--- src/rtl/mem_stall_ctrl.sv ---
// MEM-stage sequencer for a variable-latency data memory: issues one req/ack
// transaction per load/store, stalls the pipeline until it completes or times out.
module mem_stall_ctrl #(
    parameter int ADDR_W  = 32,
    parameter int DATA_W  = 32,
    parameter int TIMEOUT = 255
) (
    input  logic              clk_i,
    input  logic              rst_i,
    input  logic              MemRead_i,
    input  logic              MemWrite_i,
    input  logic [ADDR_W-1:0] addr_i,
    input  logic [DATA_W-1:0] wdata_i,
    output logic              stall_o,
    output logic              mem_req_o,
    output logic              mem_we_o,
    output logic [ADDR_W-1:0] mem_addr_o,
    output logic [DATA_W-1:0] mem_wdata_o,
    input  logic              mem_ack_i,
    input  logic [DATA_W-1:0] mem_rdata_i,
    output logic [DATA_W-1:0] rdata_o,
    output logic              err_o,
    output logic [31:0]       stall_cnt_o
);

    typedef enum logic [1:0] {
        IDLE = 2'd0,
        WAIT = 2'd1,
        DONE = 2'd2
    } state_t;

    localparam logic [7:0] LAST_WAIT = 8'(TIMEOUT - 1);

    state_t     state;
    logic [7:0] wait_cnt;
    logic       access;

    assign access  = MemRead_i | MemWrite_i;
    assign stall_o = ((state == IDLE) && access) || (state == WAIT);

    // NOTE: all state updates use non-blocking assignments so every register
    // samples the pre-edge values, independent of statement order.
    always_ff @(posedge clk_i or posedge rst_i) begin
        if (rst_i) begin
            state       <= IDLE;
            wait_cnt    <= '0;
            mem_req_o   <= 1'b0;
            mem_we_o    <= 1'b0;
            mem_addr_o  <= '0;
            mem_wdata_o <= '0;
            rdata_o     <= '0;
            err_o       <= 1'b0;
        end else begin
            case (state)
                IDLE: begin
                    if (access) begin
                        mem_addr_o  <= addr_i;
                        mem_wdata_o <= wdata_i;
                        mem_we_o    <= MemWrite_i;
                        mem_req_o   <= 1'b1;
                        wait_cnt    <= '0;
                        state       <= WAIT;
                    end
                end
                WAIT: begin
                    // Ack wins over a timeout landing in the same cycle.
                    if (mem_ack_i) begin
                        if (!mem_we_o) begin
                            rdata_o <= mem_rdata_i;
                        end
                        mem_req_o <= 1'b0;
                        state     <= DONE;
                    end else if (wait_cnt == LAST_WAIT) begin
                        rdata_o   <= '0;
                        err_o     <= 1'b1;
                        mem_req_o <= 1'b0;
                        state     <= DONE;
                    end else begin
                        wait_cnt <= wait_cnt + 8'd1;
                    end
                end
                DONE: begin
                    // The access still visible here is the one just retired.
                    err_o <= 1'b0;
                    state <= IDLE;
                end
                default: begin
                    mem_req_o <= 1'b0;
                    err_o     <= 1'b0;
                    state     <= IDLE;
                end
            endcase
        end
    end

    always_ff @(posedge clk_i or posedge rst_i) begin
        if (rst_i) begin
            stall_cnt_o <= '0;
        end else if (stall_o && (stall_cnt_o != 32'hFFFF_FFFF)) begin
            stall_cnt_o <= stall_cnt_o + 32'd1;
        end
    end

endmodule

--- config.mk ---
export PLATFORM = sky130hd
export DESIGN_NAME = mem_stall_ctrl
export DESIGN_NICKNAME = d
export VERILOG_FILES = /design/src/rtl/mem_stall_ctrl.sv
export SDC_FILE = /design/constraint.sdc
export NUM_CORES = 1
export LEC_CHECK = 0
export CAP_MARGIN = 20
export CORE_MARGIN = 2
export CORE_UTILIZATION = 47
export CTS_CLUSTER_SIZE = 12
export DETAILED_ROUTE_END_ITERATION = 6
export PLACE_DENSITY = 0.89
export SLEW_MARGIN = 20
export SYNTH_ARGS = -nofsm -noshare
export SYNTH_HDL_FRONTEND = slang
export SYNTH_SLANG_ARGS = --single-unit
--- constraint.sdc ---
create_clock -name clk_i -period 11.55 [get_ports clk_i]
set_input_delay 2.31 -clock clk_i [delete_from_list [all_inputs] [get_ports clk_i]]
set_output_delay 2.31 -clock clk_i [all_outputs]
set_load 0.03 [all_outputs]
==> run metrics, run 1 <==
status completed; Setup TNS 0 ns; CP Class primary input to output pin; clock tree buffer depth 2; DP Wirelength 10600 um; die height 114 um; Cell Int Power approximately 1600 uW; setup violators final 0; syn nets 531; core area 12000 um2; Pwr Total ~2500 uW; most common cell in the synthesized netlist dfrtp_1; Worst path slowest cell clkdlybuf4s50_1; CP peak stage delay approximately 0.67 ns; Root Buffer Master clkbuf_16; Avg Cell Area, Syn about 13 um2; CP Buf/Inv Count 2; dominant synthesized flop cell dfrtp_1; antenna-violating nets left 0; # rows 40; Die Area between 10000 and 15000 um2; Post-Syn Area 5730 um2; worst-path cell chain clkdlybuf4s50_1, nor3_1, nor2_1, clkdlybuf4s50_1; crit end category output pin; final RePlAce weighted congestion about 0.85; power share of the clock group 0.221; DR vias 4375; CTS buffer count 17; Reg-to-Reg Start stall_cnt_o[0]$_DFFE_PP0P_; Hold WC Path Type flip-flop to flip-flop; DRT Wirelength about 15000 um; GRT Total Usage 0.238; P_leak 0.00378 uW; hold_buf cts 0; Critical Path AT approximately 4.3 ns; synthesized instance count between 400 and 500; switching pwr around 950 uW; register-to-register setup slack slightly above 9 ns; critical path fanouts, max 9; switching share of power 0.373; synthesized flop and latch total ~140; antenna cells 0; Ports approximately 230; Resize count post-CTS 0; clock slew at reported path FFs 0.05 ns; Final Critical Period between 6 and 7 ns; wire per inst 18.5 um; routed vias/inst 5.32; library cells used by synthesis 39; Post-synth top cells dfrtp_1, mux2_2, a22o_1; sequential share of power 0.320; Worst Max-Slew Pin Slew just under 0.9 ns; Max Clk Rate 152 MHz; first drt pass iteration count 4; RSZ-0062 raised after global routing no; HP Start stall_cnt_o[28]$_DFFE_PP0P_; Clock Sinks approximately 140; CP required ~9.2 ns; drt initial violations 214; Fill cells 774; H-tree depth 4; Gate power share 0.459; # Post-CTS Setup Buffers 0; Nets 766; Hold Path Depth 1; Critical Path Stages 4; final hold vios 0; number of remaining DRC errors 0; number of global-route vias before repair between 4000 and 5000; Synth area leader dfrtp_1; Post-DP Area 8180 um2; largest net degree at the start of global routing 94; most used cell, CP clkdlybuf4s50_1; worst skew pair latency approximately 0.4 ns; area share of the largest cell type after synthesis 0.616; end of the worst hold path stall_cnt_o[28]$_DFFE_PP0P_; R2R depth 6; layout cell share with drive strength beyond 1 0.163; first-pass GRT wire length 23800 um; total gr overflow 0; antenna violations before repair 0; Buffers on Ports approximately 230; VDD IR max 0.000171 V; Period Utilization, post-route 0.570; family with the most delay on the worst path buffers and inverters; top cells by area, synth dfrtp_1, mux2_2, a22o_1, xnor2_1, xor2_1; crit start category primary input; max-cap violations 0; post-route cell area approximately 8800 um2; clock skew between 0.01 and 0.015 ns; fraction of registers with async set/reset 1.00; Initial Util 0.479; die width around 110 um; slew margin rel. 0.408; Power Density slightly below 300 nW/um2; FF-to-FF End stall_cnt_o[1]$_DFFE_PP0P_; Ys Warns 0; sequential fraction of the synthesis area 0.616; Layout area overhead 53.6%; CTS tree built; Post-synth EDFFs 0; final slew viol count 0
-- through the flow --
| step | hold WS, ns | util | std cells | setup slack [ns] |
|---|---|---|---|---|
| floorplan | 0.524 | - | 427 | 5.46 |
| global route | 0.519 | 0.736 | 822 | 4.90 |
| global placement | 0.484 | 0.684 | 790 | 5.06 |
| CTS | 0.495 | 0.735 | 822 | 4.97 |
| detailed placement | 0.484 | 0.684 | 790 | 4.97 |
| finish | 0.491 | 0.736 | 822 | 4.96 |
-- sequential cells by signal, summed over array words and instances (netlist names) --
name	cells
wait_cnt	8
rdata_o	32
err_o	1
mem_wdata_o	32
mem_addr_o	32
state	2
mem_req_o	1
mem_we_o	1
stall_cnt_o	32
-- logic make-up (layout without fill, tap and decap cells) --
kind of cell	Yosys count	after routing	synth area share
flip-flops	141	141	0.616
buffers and inverters	26	274	0.0205
adder cells (fa/ha/maj)	3	3	0.00655
XOR/XNOR	34	34	0.0520
AO/OA/AOI/OAI	43	43	0.0613
multiplexers	67	67	0.131
AND/OR/NAND/NOR	113	113	0.113
-- layout make-up --
type | instances | area [um2] | area share
Tap cell | 147 | 184 | 0.0209
Clock inverter | 6 | 105 | 0.0119
Sequential cell | 141 | 3530 | 0.401
Clock buffer | 26 | 509 | 0.0578
Inverter | 8 | 35.0 | 0.00398
Multi-Input combinational cell | 260 | 2110 | 0.239
Timing Repair Buffer | 234 | 2340 | 0.265
-- power by group through the flow --
stage | sequential (uW) | combinational [uW] | clock (uW)
6_report | 813 | 1160 | 560
5_1_grt | 839 | 1220 | 591
4_1_cts | 815 | 1170 | 569
3_5_place_dp | 815 | 1160 | 0
3_3_place_gp | 799 | 1140 | 0
2_1_floorplan | 1170 | 313 | 0
-- metal layers --
metal / track usage / part of all wire
met2: 0.402 / 0.52
met5: 0 / 0
met3: 0.0683 / 0.065
met4: 0.0862 / 0.021
met1: 0.291 / 0.39
-- worst max path at each step --
stage / start / to / slack [ns]
2_1_floorplan: rst_i / err_o$_DFFE_PP0P_ / 5.46
3_3_place_gp: MemWrite_i / stall_o / 5.06
3_5_place_dp: MemWrite_i / stall_o / 4.97
4_1_cts: MemWrite_i / stall_o / 4.97
5_1_grt: MemWrite_i / stall_o / 4.90
6_report: MemWrite_i / stall_o / 4.96
-- placed cells by master, fill, tap and decap left out, drive strengths merged, types with 18 or more instances in the layout --
master,synthesis,routed
clkdlybuf4s50,0,232
xnor2,21,21
nor3,19,19
nand3,18,18
a22o,33,33
mux2,66,66
clkbuf,9,26
dfrtp,141,141
nor2,23,23
No activity file was read; power rests on OpenSTA's default activity.
==> inputs of run 2 (changes only) <==
CORE_UTILIZATION = 43   (was 47)
PLACE_DENSITY = 0.83   (was 0.89)
clock period = 6.6 ns   (was 11.55 ns; I/O delays follow)
==> run metrics, run 2 (same netlist as run 1, synthesis figures left out) <==
GRT Total Usage 0.210; first-pass GRT wire length 23500 um; RSZ-0062 raised after global routing no; Die Area around 14000 um2; Finished Core Util 0.680; total gr overflow 0; post-route cell area 8930 um2; slew margin rel. 0.396; CP peak stage delay ~0.67 ns; clock skew roughly 0.0074 ns; Root Buffer Master clkbuf_16; Cell Int Power between 2000 and 3000 uW; CP required 5.28 ns; most used cell, CP clkdlybuf4s50_1; DP Wirelength 10500 um; Final Critical Period between 4 and 5 ns; Hold WC Path Type flip-flop to flip-flop; final hold vios 0; number of remaining DRC errors 0; routed vias/inst ~5.1; drt initial violations approximately 120; clock slew at reported path FFs ~0.06 ns; Multi-input gate area 2100 um2; Ports between 200 and 250; register area ~3500 um2; final slew viol count 0; commonest non-fill, non-tap cell in the layout clkdlybuf4s50_1; final RePlAce weighted congestion slightly above 0.8; worst-path cell chain clkdlybuf4s50_1, nor3_1, nor2_1, clkdlybuf4s50_1; Resize count post-CTS 0; clock tree buffer depth 2; Clock Sinks between 100 and 150; CTS buffer count 17; crit start category primary input; H-tree depth 4; power share of the clock group 0.245; CP Class primary input to output pin; crit end category output pin; Period Utilization, post-route 0.699; GRT met3 Usage 0.0498; max-cap violations 0; die width approximately 120 um; number of global-route vias before repair ~4500; Post-DP Area around 8200 um2; GR Layer Usage met1 0.264; DRT Wirelength about 15000 um; worst skew pair latency 0.41 ns; Max Clk Rate approximately 220 MHz; CTS tree built; Layout area overhead 55.8%; first drt pass iteration count 4; Pwr Total between 4000 and 5000 uW; antenna violations before repair 0; Critical Path AT 3.29 ns; Gate power share 0.445; gr busiest metal met2; Nets 767; met2 Use GR 0.347; sequential share of power 0.310; largest net degree at the start of global routing 74; CP Buf/Inv Count 2; switching pwr roughly 1700 uW; Fill cells around 940; wire per inst between 15 and 20 um; # rows between 40 and 50; hold_buf cts 0; family with the most delay on the worst path buffers and inverters; Worst Max-Slew Pin Slew approximately 0.91 ns; setup violators final 0; Power Density 511 nW/um2; Buffers on Ports approximately 230; switching share of power 0.363; antenna-violating nets left 0; layout cell share with drive strength beyond 1 0.167; critical path fanouts, max 9; status completed; DR vias about 4300; Worst path slowest cell clkdlybuf4s50_1; # Post-CTS Setup Buffers 0; P_leak between 0.003 and 0.004 uW; core area approximately 13000 um2; most frequent cells in the layout clkdlybuf4s50_1, dfrtp_1, mux2_2; antenna cells 0; Initial Util 0.436; die height about 120 um; Setup TNS 0 ns; VDD IR max ~0.00032 V
==> run 2: path summary, 6_finish.rpt <==
path,start,endpoint,slack [ns],cells after the start
max,MemWrite_i,stall_o,1.99,4
min,rdata_o[17]$_DFFE_PP0P_,rdata_o[17]$_DFFE_PP0P_,0.50,1
max reg2reg,state[1]$_DFFE_PP0P_,mem_wdata_o[1]$_DFFE_PP0P_,4.07,4
min reg2reg,rdata_o[17]$_DFFE_PP0P_,rdata_o[17]$_DFFE_PP0P_,0.50,1
max in group asynchronous,rst_i,mem_wdata_o[6]$_DFFE_PP0P_,3.84,3
min in group asynchronous,rst_i,stall_cnt_o[25]$_DFFE_PP0P_,1.38,2
==> run 2: per-layer routing <==
layer / wire (um) / vias up
li1: - / 2005
met1: 6020 / 2140
met2: 7330 / 165
met3: 793 / 30
met4: 412 / 0
met5: 0 / -
==> run 2: area by class of cell <==
type / instances / area share
Clock buffer: 21 / 0.0516
Multi-Input combinational cell: 260 / 0.235
Inverter: 8 / 0.00392
Clock inverter: 11 / 0.0265
Sequential cell: 141 / 0.395
Tap cell: 176 / 0.0247
Timing Repair Buffer: 235 / 0.263
==> run 2: per-stage QoR <==
| stage | hold slack, ns | std cells | setup slack (ns) |
|---|---|---|---|
| 3_3_place_gp | 0.480 | 819 | 2.06 |
| 3_5_place_dp | 0.481 | 820 | 2.05 |
| 4_1_cts | 0.502 | 852 | 1.97 |
| 2_1_floorplan | 0.524 | 427 | 1.50 |
| 6_report | 0.498 | 852 | 1.99 |
| 5_1_grt | 0.515 | 852 | 1.87 |
==> run 2: power groups by stage <==
stage | clock, uW | sequential, uW | combinational [uW]
after detailed placement | 0 | 1420 | 2040
after CTS | 1140 | 1420 | 2050
after floorplan | 0 | 2040 | 547
after global placement | 0 | 1410 | 1990
final | 1120 | 1420 | 2030
after global routing | 1180 | 1460 | 2130
==> inputs of run 3 (changes only) <==
clock period = 4.65 ns   (was 6.6 ns; I/O delays follow)
==> run metrics, run 3 (same netlist as run 1, synthesis figures left out) <==
FF-to-FF End stall_cnt_o[1]$_DFFE_PP0P_; Power Density roughly 700 nW/um2; Fill cells 954; H-tree depth 4; die height between 100 and 150 um; Nets roughly 770; antenna-violating nets left 0; crit start category primary input; worst skew pair latency 0.41 ns; hold slack between 0.4 and 0.5 ns; CTS tree built; routed vias/inst ~5; antenna cells 0; clock tree buffer depth 2; status completed; Ports 233; DR vias 4382; antenna violations before repair 0; first-pass GRT wire length approximately 24000 um; Die Area around 14000 um2; switching pwr roughly 2400 uW; HP Start rdata_o[19]$_DFFE_PP0P_; family with the most delay on the worst path buffers and inverters; Worst path slowest cell clkdlybuf4s50_1; CP Class primary input to output pin; power share of the clock group 0.216; Reg-to-Reg Start stall_cnt_o[0]$_DFFE_PP0P_; Gate power share 0.463; most frequent cells in the layout clkdlybuf4s50_1, dfrtp_1, mux2_2; Buffers on Ports 232; Max Clk Rate 271 MHz; final slew viol count 0; # rows 42; Critical Path AT 2.76 ns; Setup TNS 0 ns; DP Wirelength about 10000 um; VDD IR max 0.000390 V; critical path fanouts, max 9; final hold vios 0; layout cell share with drive strength beyond 1 0.171; total gr overflow 0; R2R depth 6; register area around 3500 um2; Hold Path Depth 1; final RePlAce weighted congestion 0.855; commonest non-fill, non-tap cell in the layout clkdlybuf4s50_1; CP Launch Point MemWrite_i; crit end category output pin; Cell Int Power around 3900 uW; Multi-input gate area 2110 um2; post-route cell area between 8000 and 9000 um2; core area 13100 um2; Post-DP Area a little over 8000 um2; first drt pass iteration count 4; worst-path cell chain clkdlybuf4s50_1, nor3_1, nor2_1, buf_4, clkdlybuf4s50_1; Root Buffer Master clkbuf_16; number of global-route vias before repair roughly 4500; Final Critical Period roughly 3.7 ns; Hold WC Path Type flip-flop to flip-flop; clock skew approximately 0.0076 ns; clock slew at reported path FFs approximately 0.050 ns; sequential share of power 0.320; most used cell, CP clkdlybuf4s50_1; drt initial violations 223; P_leak between 0.003 and 0.004 uW; DRT Wirelength between 10000 and 15000 um; CTS buffer count 17; max-cap violations 0; Worst Max-Slew Pin Slew ~0.84 ns; CP Buf/Inv Count 3; hold_buf cts 0; worst slack, placed 0.939 ns; Resize count post-CTS 0; Initial Util 0.436; switching share of power 0.380; end of the worst hold path rdata_o[19]$_DFFE_PP0P_; # Post-CTS Setup Buffers 0; GRT Total Usage 0.211; CP required 3.72 ns; Clock Sinks roughly 140; Period Utilization, post-route 0.794; Finished Core Util 0.675; register-to-register setup slack about 2.3 ns; wire per inst 17.1 um; die width ~120 um; largest net degree at the start of global routing 76; RSZ-0062 raised after global routing no; Layout area overhead 54.7%; setup violators final 0; CP peak stage delay between 0.5 and 0.6 ns; worst setup margin between 0.9 and 1 ns; number of remaining DRC errors 0; slew margin rel. 0.439
run 3: changes by cell type in the layout (fill, tap and decap cells not counted), sizes merged:
cell,previous run,this run
clkinv,3,2
inv,8,10
bufinv,7,2
buf,3,4
clkinvlp,1,6
clkbuf,21,20
run 3: metal layers:
| layer | part of all wire | up-vias | wire (um) | global-route usage |
|---|---|---|---|---|
| met3 | 0.062 | 26 | 906 | 0.0556 |
| met2 | 0.51 | 185 | 7490 | 0.354 |
| met4 | 0.025 | 0 | 367 | 0.0853 |
| met5 | 0 | - | 0 | 0 |
| met1 | 0.40 | 2170 | 5840 | 0.259 |
| li1 | - | 2001 | - | - |
run 3: power by group through the flow:
stage          combinational [uW]  sequential, uW  clock (uW)
6_report                     2900            2010        1360
5_1_grt                      3040            2070        1430
4_1_cts                      2930            2010        1380
3_5_place_dp                 2910            2020           0
3_3_place_gp                 2850            1990           0
2_1_floorplan                 777            2900           0
run 3: worst max path at each step:
stage	slack, ns	cells past startpoint	end
floorplan	1.96	1	err_o$_DFFE_PP0P_
global placement	0.98	5	stall_o
detailed placement	0.94	5	stall_o
CTS	0.94	5	stall_o
global route	0.87	5	stall_o
finish	0.96	5	stall_o
run 3: layout make-up:
type	count	area share
clock buffers	20	0.0526
clock inverters	12	0.0151
multi-input cells	260	0.238
inverters	8	0.00381
well taps	176	0.0248
repair buffers	236	0.268
flip-flops and latches	141	0.398
run 3: per-stage QoR:
stage	instances	total power (uW)
global placement	821	4840
CTS	853	6320
finish	853	6270
detailed placement	821	4930
floorplan	427	3670
global route	853	6540
